===== src/rtl/updown_counter_param.sv =====
// Parametrised synchronous up/down counter with wrap/saturate modes, parallel
// load, synchronous clear and a combinational terminal count for cascading.
module updown_counter_param #(
  parameter int WIDTH    = 4,
  parameter int MODULUS  = 16,
  parameter int SATURATE = 0
) (
  input  logic             clk,
  input  logic             rst,
  input  logic             en,
  input  logic             status,
  input  logic             clear,
  input  logic             load,
  input  logic [WIDTH-1:0] load_val,
  output logic [WIDTH-1:0] count,
  output logic             tc,
  output logic             wrap,
  output logic             sat,
  output logic             load_err
);

  localparam logic [WIDTH-1:0] TOP     = WIDTH'(MODULUS - 1);
  localparam logic [WIDTH:0]   MOD_EXT = (WIDTH + 1)'(MODULUS);

  logic             at_top;
  logic             at_zero;
  logic             load_ok;
  logic [WIDTH-1:0] count_nxt;
  logic             wrap_nxt;
  logic             sat_nxt;
  logic             load_err_nxt;

  // Boundaries are compared explicitly even when MODULUS fills the full width
  assign at_top  = (count == TOP);
  assign at_zero = (count == '0);
  assign load_ok = ({1'b0, load_val} < MOD_EXT);

  assign tc = en & ~clear & ~load & (status ? at_zero : at_top);

  // Next state: clear beats load beats enable; idle holds count and sat
  always_comb begin
    count_nxt    = count;
    wrap_nxt     = 1'b0;
    sat_nxt      = sat;
    load_err_nxt = 1'b0;
    if (clear) begin
      count_nxt = '0;
      sat_nxt   = 1'b0;
    end else if (load) begin
      sat_nxt = 1'b0;
      if (load_ok) begin
        count_nxt = load_val;
      end else begin
        count_nxt    = TOP;
        load_err_nxt = 1'b1;
      end
    end else if (en) begin
      sat_nxt = 1'b0;
      if (!status) begin
        if (!at_top) begin
          count_nxt = count + WIDTH'(1);
        end else if (SATURATE != 0) begin
          sat_nxt = 1'b1;
        end else begin
          count_nxt = '0;
          wrap_nxt  = 1'b1;
        end
      end else begin
        if (!at_zero) begin
          count_nxt = count - WIDTH'(1);
        end else if (SATURATE != 0) begin
          sat_nxt = 1'b1;
        end else begin
          count_nxt = TOP;
          wrap_nxt  = 1'b1;
        end
      end
    end
  end

  always_ff @(posedge clk or negedge rst) begin
    if (!rst) begin
      count    <= '0;
      wrap     <= 1'b0;
      sat      <= 1'b0;
      load_err <= 1'b0;
    end else begin
      count    <= count_nxt;
      wrap     <= wrap_nxt;
      sat      <= sat_nxt;
      load_err <= load_err_nxt;
    end
  end

endmodule

===== config.mk =====
export PLATFORM = sky130hd
export DESIGN_NAME = updown_counter_param
export DESIGN_NICKNAME = d
export VERILOG_FILES = /design/src/rtl/updown_counter_param.sv
export SDC_FILE = /design/constraint.sdc
export NUM_CORES = 1
export LEC_CHECK = 0
export CAP_MARGIN = 0
export CORE_MARGIN = 1.5
export CORE_UTILIZATION = 27
export CTS_CLUSTER_SIZE = 40
export DETAILED_ROUTE_END_ITERATION = 8
export HOLD_SLACK_MARGIN = 0.02
export SLEW_MARGIN = 20
export SYNTH_ARGS = -nofsm -noshare
export SYNTH_HDL_FRONTEND = slang
export SYNTH_SLANG_ARGS = --single-unit

===== constraint.sdc =====
create_clock -name clk -period 2.3 [get_ports clk]
set_input_delay 0.345 -clock clk [delete_from_list [all_inputs] [get_ports clk]]
set_output_delay 0.345 -clock clk [all_outputs]
set_load 0.01 [all_outputs]

# == Word-level counts from Yosys, hierarchy flattened ==
# Cells that the tools add are included.
# totals
regBits,6
latchBits,0
ram_bits,0
mem_bits_ro,0
input_bits,10
out_inout_bits,8
word_cells,29
memories,0
# classes
add_sub_neg,2
n_mul,0
n_div,0
magnitude_cmp,0
eq_ne,1
shift,0
muxes,16
bitwise_logic,5
reduce_logical,2
# ops
op,count
4-bit 2-to-1 mux,6
1-bit 2-to-1 mux,10
"4-bit by 1-bit adder with 4-bit output, second input constant",1
"4-bit == test, second input constant",1
4-bit logical NOT,1
"4-bit by 1-bit subtractor with 4-bit output, second input constant",1
1-bit AND,3
3-bit nonzero test,1
1-bit inverter,2

# == Logic depth before layout (Yosys ltp) ==
# Gate-level depths: netlist of the first run.
# logic_depth
depth_word,6
mapped_depth,6
depth_no_buf,6

# == Worst setup path after synthesis of the first run ==
# No wires, ideal clock.
# synth_timing
kind,flip-flop to output port
start,register count[0]
end,output tc
arrival_ns,1.327
t_required_ns,1.955
path_slack_ns,0.628
path_stages_with_launch,7
path_buffers,0
path_cell_list,dfrtp_1 inv_1 ha_1 nand3b_1 nor2_1 a21oi_1 nor4_1
# synth_between
elab_chain_len,3
elab_cells_between_ends,4
cone_classes,1 x eq/ne; 1 x mux; 1 x bitwise; 1 x reduce/logical
# synth_rtl
item,line_no,rtl
"start, declared",15,"output logic [WIDTH-1:0] count,"
"start signal, assigned",88,count <= count_nxt;
4-bit == test / 4-bit logical NOT (equally long branches),"34, 35",
1-bit 2-to-1 mux *,38,assign tc = en & ~clear & ~load & (status ? at_zero : at_top);
1-bit AND *,38,
"end, declared",16,"output logic tc,"
# Every way passes the cells marked *; elsewhere a longest branch is shown, timed or not.

# == Worst setup path after layout of the first run ==
# Ends and elaborated chain as after synthesis.

==> results of run 1 <==
==> sequential cells by signal, indices dropped and copies added, names as in the netlist <==
register	count
wrap	1
count	4
==> worst max path at each step <==
stage	to	slack, ns	cells past startpoint
3_3_place_gp	tc	0.06	5
5_1_grt	tc	0.02	7
2_1_floorplan	tc	0.63	6
4_1_cts	tc	0.18	7
3_5_place_dp	tc	0.05	6
6_report	tc	0.20	7
==> what timing repair did <==
| item | CTS | global route |
|---|---|---|
| hold buffers | 0 | 0 |
| endpoints found under the setup margin | 1 | 0 |
| resized for setup | 1 | 0 |
==> placed cells by master (no fill, tap or decap), drive strengths merged, types with 2 or more instances in the layout <==
| master | netlist | routed |
|---|---|---|
| inv | 6 | 6 |
| clkdlybuf4s50 | 0 | 14 |
| buf | 2 | 5 |
| conb | 1 | 2 |
| xnor2 | 2 | 2 |
| ha | 2 | 2 |
| nor4 | 2 | 2 |
| mux2i | 2 | 2 |
| clkbuf | 1 | 4 |
| nor2 | 7 | 7 |
| dfrtp | 5 | 5 |
| a21oi | 6 | 6 |
==> cell families (layout without fill, tap and decap cells) <==
| logic type | after synthesis | count (layout) | share of synthesized area |
|---|---|---|---|
| multiplexers | 2 | 2 | 0.0480 |
| AND/OR/NAND/NOR | 14 | 14 | 0.186 |
| XOR/XNOR | 2 | 2 | 0.0420 |
| flip-flops | 5 | 5 | 0.300 |
| AO/OA/AOI/OAI | 15 | 15 | 0.255 |
| adder cells (fa/ha/maj) | 2 | 2 | 0.0601 |
| other | 1 | 2 | 0.00900 |
| buffers and inverters | 9 | 30 | 0.0991 |
==> routing by layer <==
metal / up-vias / share of wire
li1: 218 / -
met1: 201 / 0.51
met2: 8 / 0.47
met3: 0 / 0.022
met4: 0 / 0
met5: - / 0
==> synth_stat cells, types with 2 or more instances <==
master / count
a21oi_1: 6
mux2i_1: 2
buf_4: 2
ha_1: 2
xnor2_1: 2
inv_1: 6
dfrtp_1: 5
nor4_1: 2
nor2_1: 7
==> power breakdown <==
part           switching (W)  internal (W)  leakage [nW]  total [W]
Clock              0.0000368     0.0000656        0.0150   0.000102
Sequential         0.0000120     0.0000941        0.0656   0.000106
Combinational      0.0000422     0.0000546         0.211  0.0000968
Total              0.0000910      0.000214         0.291   0.000305
==> metrics by stage <==
stage / cells / total power [W]
after floorplan: 51 / 0.000156
after global placement: 83 / 0.000204
after detailed placement: 83 / 0.000205
after CTS: 87 / 0.000309
after global routing: 87 / 0.000324
final: 87 / 0.000305
==> layout make-up <==
type	count	area share
Multi-Input combinational cell	37	0.401
Inverter	6	0.0356
Clock buffer	4	0.0415
Sequential cell	5	0.198
Timing Repair Buffer	20	0.294
Tap cell	15	0.0296
==> results.yml, run 1 <==
route:
  viasPerCell: 4.91
  firstDrtPassIters: 3
  wl_per_cell_um: 11.8
  drtIter0Drc: 4
  route.vias.total: 427
  finalWirelength_mm: 1.03
  drc: 0
  final_antenna_net_count: 0
floorplan:
  start_util: 0.305
  io_pins: 18
  design.core.area_um2: 1370
  die_area_um2: 1790
  die_height_um: 42.3
  num_rows: 13
  die_w_um: 42.3
worst_setup_path:
  cpPeakStageDelay_ns: 0.46
  arrival_ns: 1.75
  critical_path.endpoint_type: "output port"
  reg2reg_depth: 6
  critical_path_buf_inv_count: 2
  critPathKind: "flop to output port"
  worst_r2r_endpoint: "count[3]$_DFFE_PN0P_"
  required_ns: 1.96
  crit_chain: "inv_1 -> ha_1 -> nand3b_1 -> nor2_1 -> a21oi_1 -> nor4_1 -> dlygate4sd2_1"
  cp-startpoint: "count[0]$_DFFE_PN0P_"
  rrSetupSlack_ns: 0.56
  cp_max_fo: 9
  crit_family: "flip-flops"
  slowest_stage: "dfrtp_1"
  reg2reg_from: "count[0]$_DFFE_PN0P_"
  start_kind: "flop"
cells_and_area:
  fin_util: 0.463
  antenna_cells: 0
  seq_area_um2: 125
  fin_area_um2: 633
  syn2layout_area_growth_pct: 52.0
  fill_cells: 152
  final_nets: 85
  multi_input_area_um2: 254
  drive_above_1_share: 0.125
synthesis:
  netlist_area_um2: 417
  synth.distinct_cells: 25
  synth_area_leaders: "dfrtp_1 30%, a21oi_1 7.2%, nor2_1 6.3%, ha_1 6.0%, inv_1 5.4%"
  avgSynthCellArea_um2: 8.33
  synth_top_area_frac: 0.300
  yosys_warnings: 0
  ys_seq_elements: 5
  synth_edf_count: 0
  netlist_instances: 50
  yosysSeqAreaShare: 0.300
  async_flop_share: 1.00
  synth_largest_area_cell: "dfrtp_1"
  synth_flop_cell: "dfrtp_1"
clock_tree:
  cts_setup_buffers: 0
  cts_max_path_buffers: 2
  cts_buffers: 3
  cts_root_buf: "clkbuf_4"
  h-tree-depth: 1
  clk_latency_ns: 0.24
  path_clk_slew_ns: 0.05
  cts_tree: "done"
  clkSinkCount: 5
global_route:
  grt_max_degree: 11
  grt_antenna_before_repair: 0
  first_global_vias: 393
  grt_usage: 0.127
  use_met2: 0.194
  grt_pass1_wl_mm: 1.73
  use_met1: 0.180
  grt.busiest_layer: "met2"
  met3_usage: 0
  overflow: 0
timing:
  whs_ns: 0.336
  setup_tns_ns: 0
  setup_viol: 0
  rsz0062_at_grt: "false"
  clock_skew_ns: 0.00492
  layout_setup_ws_ns: 0.202
  fmax_mhz: 477
  post-route-min-period_ns: 2.10
  period_share: 0.912
  finalMaxSlewViolations: 0
  hold_viol: 0
placed_design:
  gp_congestion: 0.718
  io_buffer_count: 15
  place_ws_ns: 0.0524
  dp_hpwl_um: 813
  dpl_cell_area_um2: 608
run_status:
  status: "complete, no violations"
power:
  p_leak_nw: 0.291
  p_per_area_nw_per_um2: 482
  max-vdd-ir-drop_mv: 0.258
worst_hold_path:
  holdCritPathClass: "input port to asynchronous set/reset pin"
job:
  cap_violations: 0
No activity file was read; power rests on OpenSTA's default activity.
==> run 2, diff against run 1 <==
==> constraint.sdc (replaced) <==
create_clock -name clk -period 2.3 [get_ports clk]
set_input_delay 0.345 -clock clk [delete_from_list [all_inputs] [get_ports clk]]
set_output_delay 0.345 -clock clk [all_outputs]
set_load 0.005 [all_outputs]
==> results.yml, run 2 (synthesized netlist as in run 1, its figures left out) <==
worst_hold_path:
  holdCritPathClass: "input port to asynchronous set/reset pin"
worst_setup_path:
  start_kind: "flop"
  critPathKind: "flop to output port"
  critical_path.endpoint_type: "output port"
  cp_max_fo: 9
  required_ns: 1.96
  arrival_ns: 1.70
timing:
  finalMaxSlewViolations: 0
  setup_viol: 0
  fmax_mhz: 489
  setup_tns_ns: 0
  clock_skew_ns: 0.000668
  rsz0062_at_grt: "false"
  period_share: 0.889
  post-route-min-period_ns: 2.04
  hold_viol: 0
  whs_ns: 0.332
floorplan:
  io_pins: 18
  design.core.area_um2: 1370
  num_rows: 13
  start_util: 0.305
  die_height_um: 42.3
  die_w_um: 42.3
  die_area_um2: 1790
cells_and_area:
  syn2layout_area_growth_pct: 50.5
  largest_reg_flops: 4
  drive_above_1_share: 0.127
  instances_no_fill: 86
  reg.largest.list: "count (4), wrap (1)"
  final_common_cell: "clkdlybuf4s50_1"
  multi_input_area_um2: 254
  seq_area_um2: 126
  antenna_cells: 0
  final_nets: 84
  mostFrequentLayoutCells: "14 x clkdlybuf4s50_1, 7 x nor2_1, 6 x inv_1, 6 x a21oi_1"
  fill_cells: 152
  largest_register: "count"
clock_tree:
  cts_buffers: 3
  cts_hold_buffers: 0
  cts_max_path_buffers: 2
  post_cts_resized: 2
  cts_tree: "done"
  cts_setup_buffers: 0
  clkSinkCount: 5
  clk_latency_ns: 0.24
  h-tree-depth: 1
  path_clk_slew_ns: 0.05
  cts_root_buf: "clkbuf_4"
power:
  max-vdd-ir-drop_mv: 0.242
  p_leak_nw: 0.285
  p_per_area_nw_per_um2: 483
  power_w: 0.000302
placed_design:
  gp_congestion: 0.746
  io_buffer_count: 15
  placed_cells: 82
route:
  viasPerCell: 5.09
  drtIter0Drc: 4
  wl_met3_um: 26
  drc: 0
  route.vias.total: 438
  dr_wl_met2_um: 471
  final_antenna_net_count: 0
  wl_met1_um: 504
  firstDrtPassIters: 3
  routed.top_layer: "met4"
  finalWirelength_mm: 1.04
  wl_per_cell_um: 12.1
global_route:
  grt_max_degree: 11
  grt_pass1_wl_mm: 1.74
  grt_usage: 0.131
  overflow: 0
  grt_antenna_before_repair: 0
  first_global_vias: 414
job:
  cap_violations: 0
run_status:
  status: "complete, no violations"
==> run 2: cell types whose count changed in the layout (fill, tap and decap cells not counted), sizes merged <==
cell  previous run  this run
buf              5         4
==> run 2: area by class of cell <==
| type | count | area share |
|---|---|---|
| well taps | 15 | 0.0299 |
| repair buffers | 19 | 0.285 |
| flip-flops and latches | 5 | 0.202 |
| inverters | 6 | 0.0359 |
| clock buffers | 4 | 0.0419 |
| multi-input cells | 37 | 0.405 |
==> run 2: path summary, 6_finish.rpt <==
| path | start | endpoint | slack [ns] | cells past startpoint |
|---|---|---|---|---|
| min in group clk | count[0]$_DFFE_PN0P_ | count[0]$_DFFE_PN0P_ | 0.65 | 2 |
| max in group asynchronous | rst | count[0]$_DFFE_PN0P_ | 1.75 | 1 |
| hold / removal | rst | count[1]$_DFFE_PN0P_ | 0.33 | 1 |
| setup / recovery | count[0]$_DFFE_PN0P_ | tc | 0.26 | 7 |
| hold reg to reg | count[0]$_DFFE_PN0P_ | count[0]$_DFFE_PN0P_ | 0.65 | 2 |
| setup reg to reg | count[0]$_DFFE_PN0P_ | count[3]$_DFFE_PN0P_ | 0.58 | 6 |
==> run 2: worst max-delay path, cell delays in order, from the launching register on <==
cell           delay, ns
dfrtp_2             0.45
inv_1               0.09
ha_1                0.20
nand3b_1            0.12
nor2_1              0.10
a21oi_1             0.06
nor4_1              0.16
dlygate4sd2_1       0.27
==> run 2: metal layers <==
layer / track usage / vias up
met3: 0 / 4
li1: - / 219
met1: 0.163 / 203
met2: 0.197 / 12
met5: 0 / -
met4: 0.131 / 0
==> run 2: report_power, final <==
group	switching (W)	internal, W	leakage, nW	total (W)
Combinational	0.0000387	0.0000535	0.206	0.0000922
Clock	0.0000384	0.0000657	0.0150	0.000104
Sequential	0.0000116	0.0000945	0.0642	0.000106
==> run 2: per-stage QoR <==
step / setup slack (ns) / utilization / instance area, um2
after CTS: 0.240 / 0.459 / 627
final: 0.256 / 0.459 / 627
after floorplan: 0.671 / - / 420
after detailed placement: 0.0538 / 0.440 / 601
after global routing: 0.127 / 0.459 / 627
after global placement: 0.0658 / 0.440 / 601
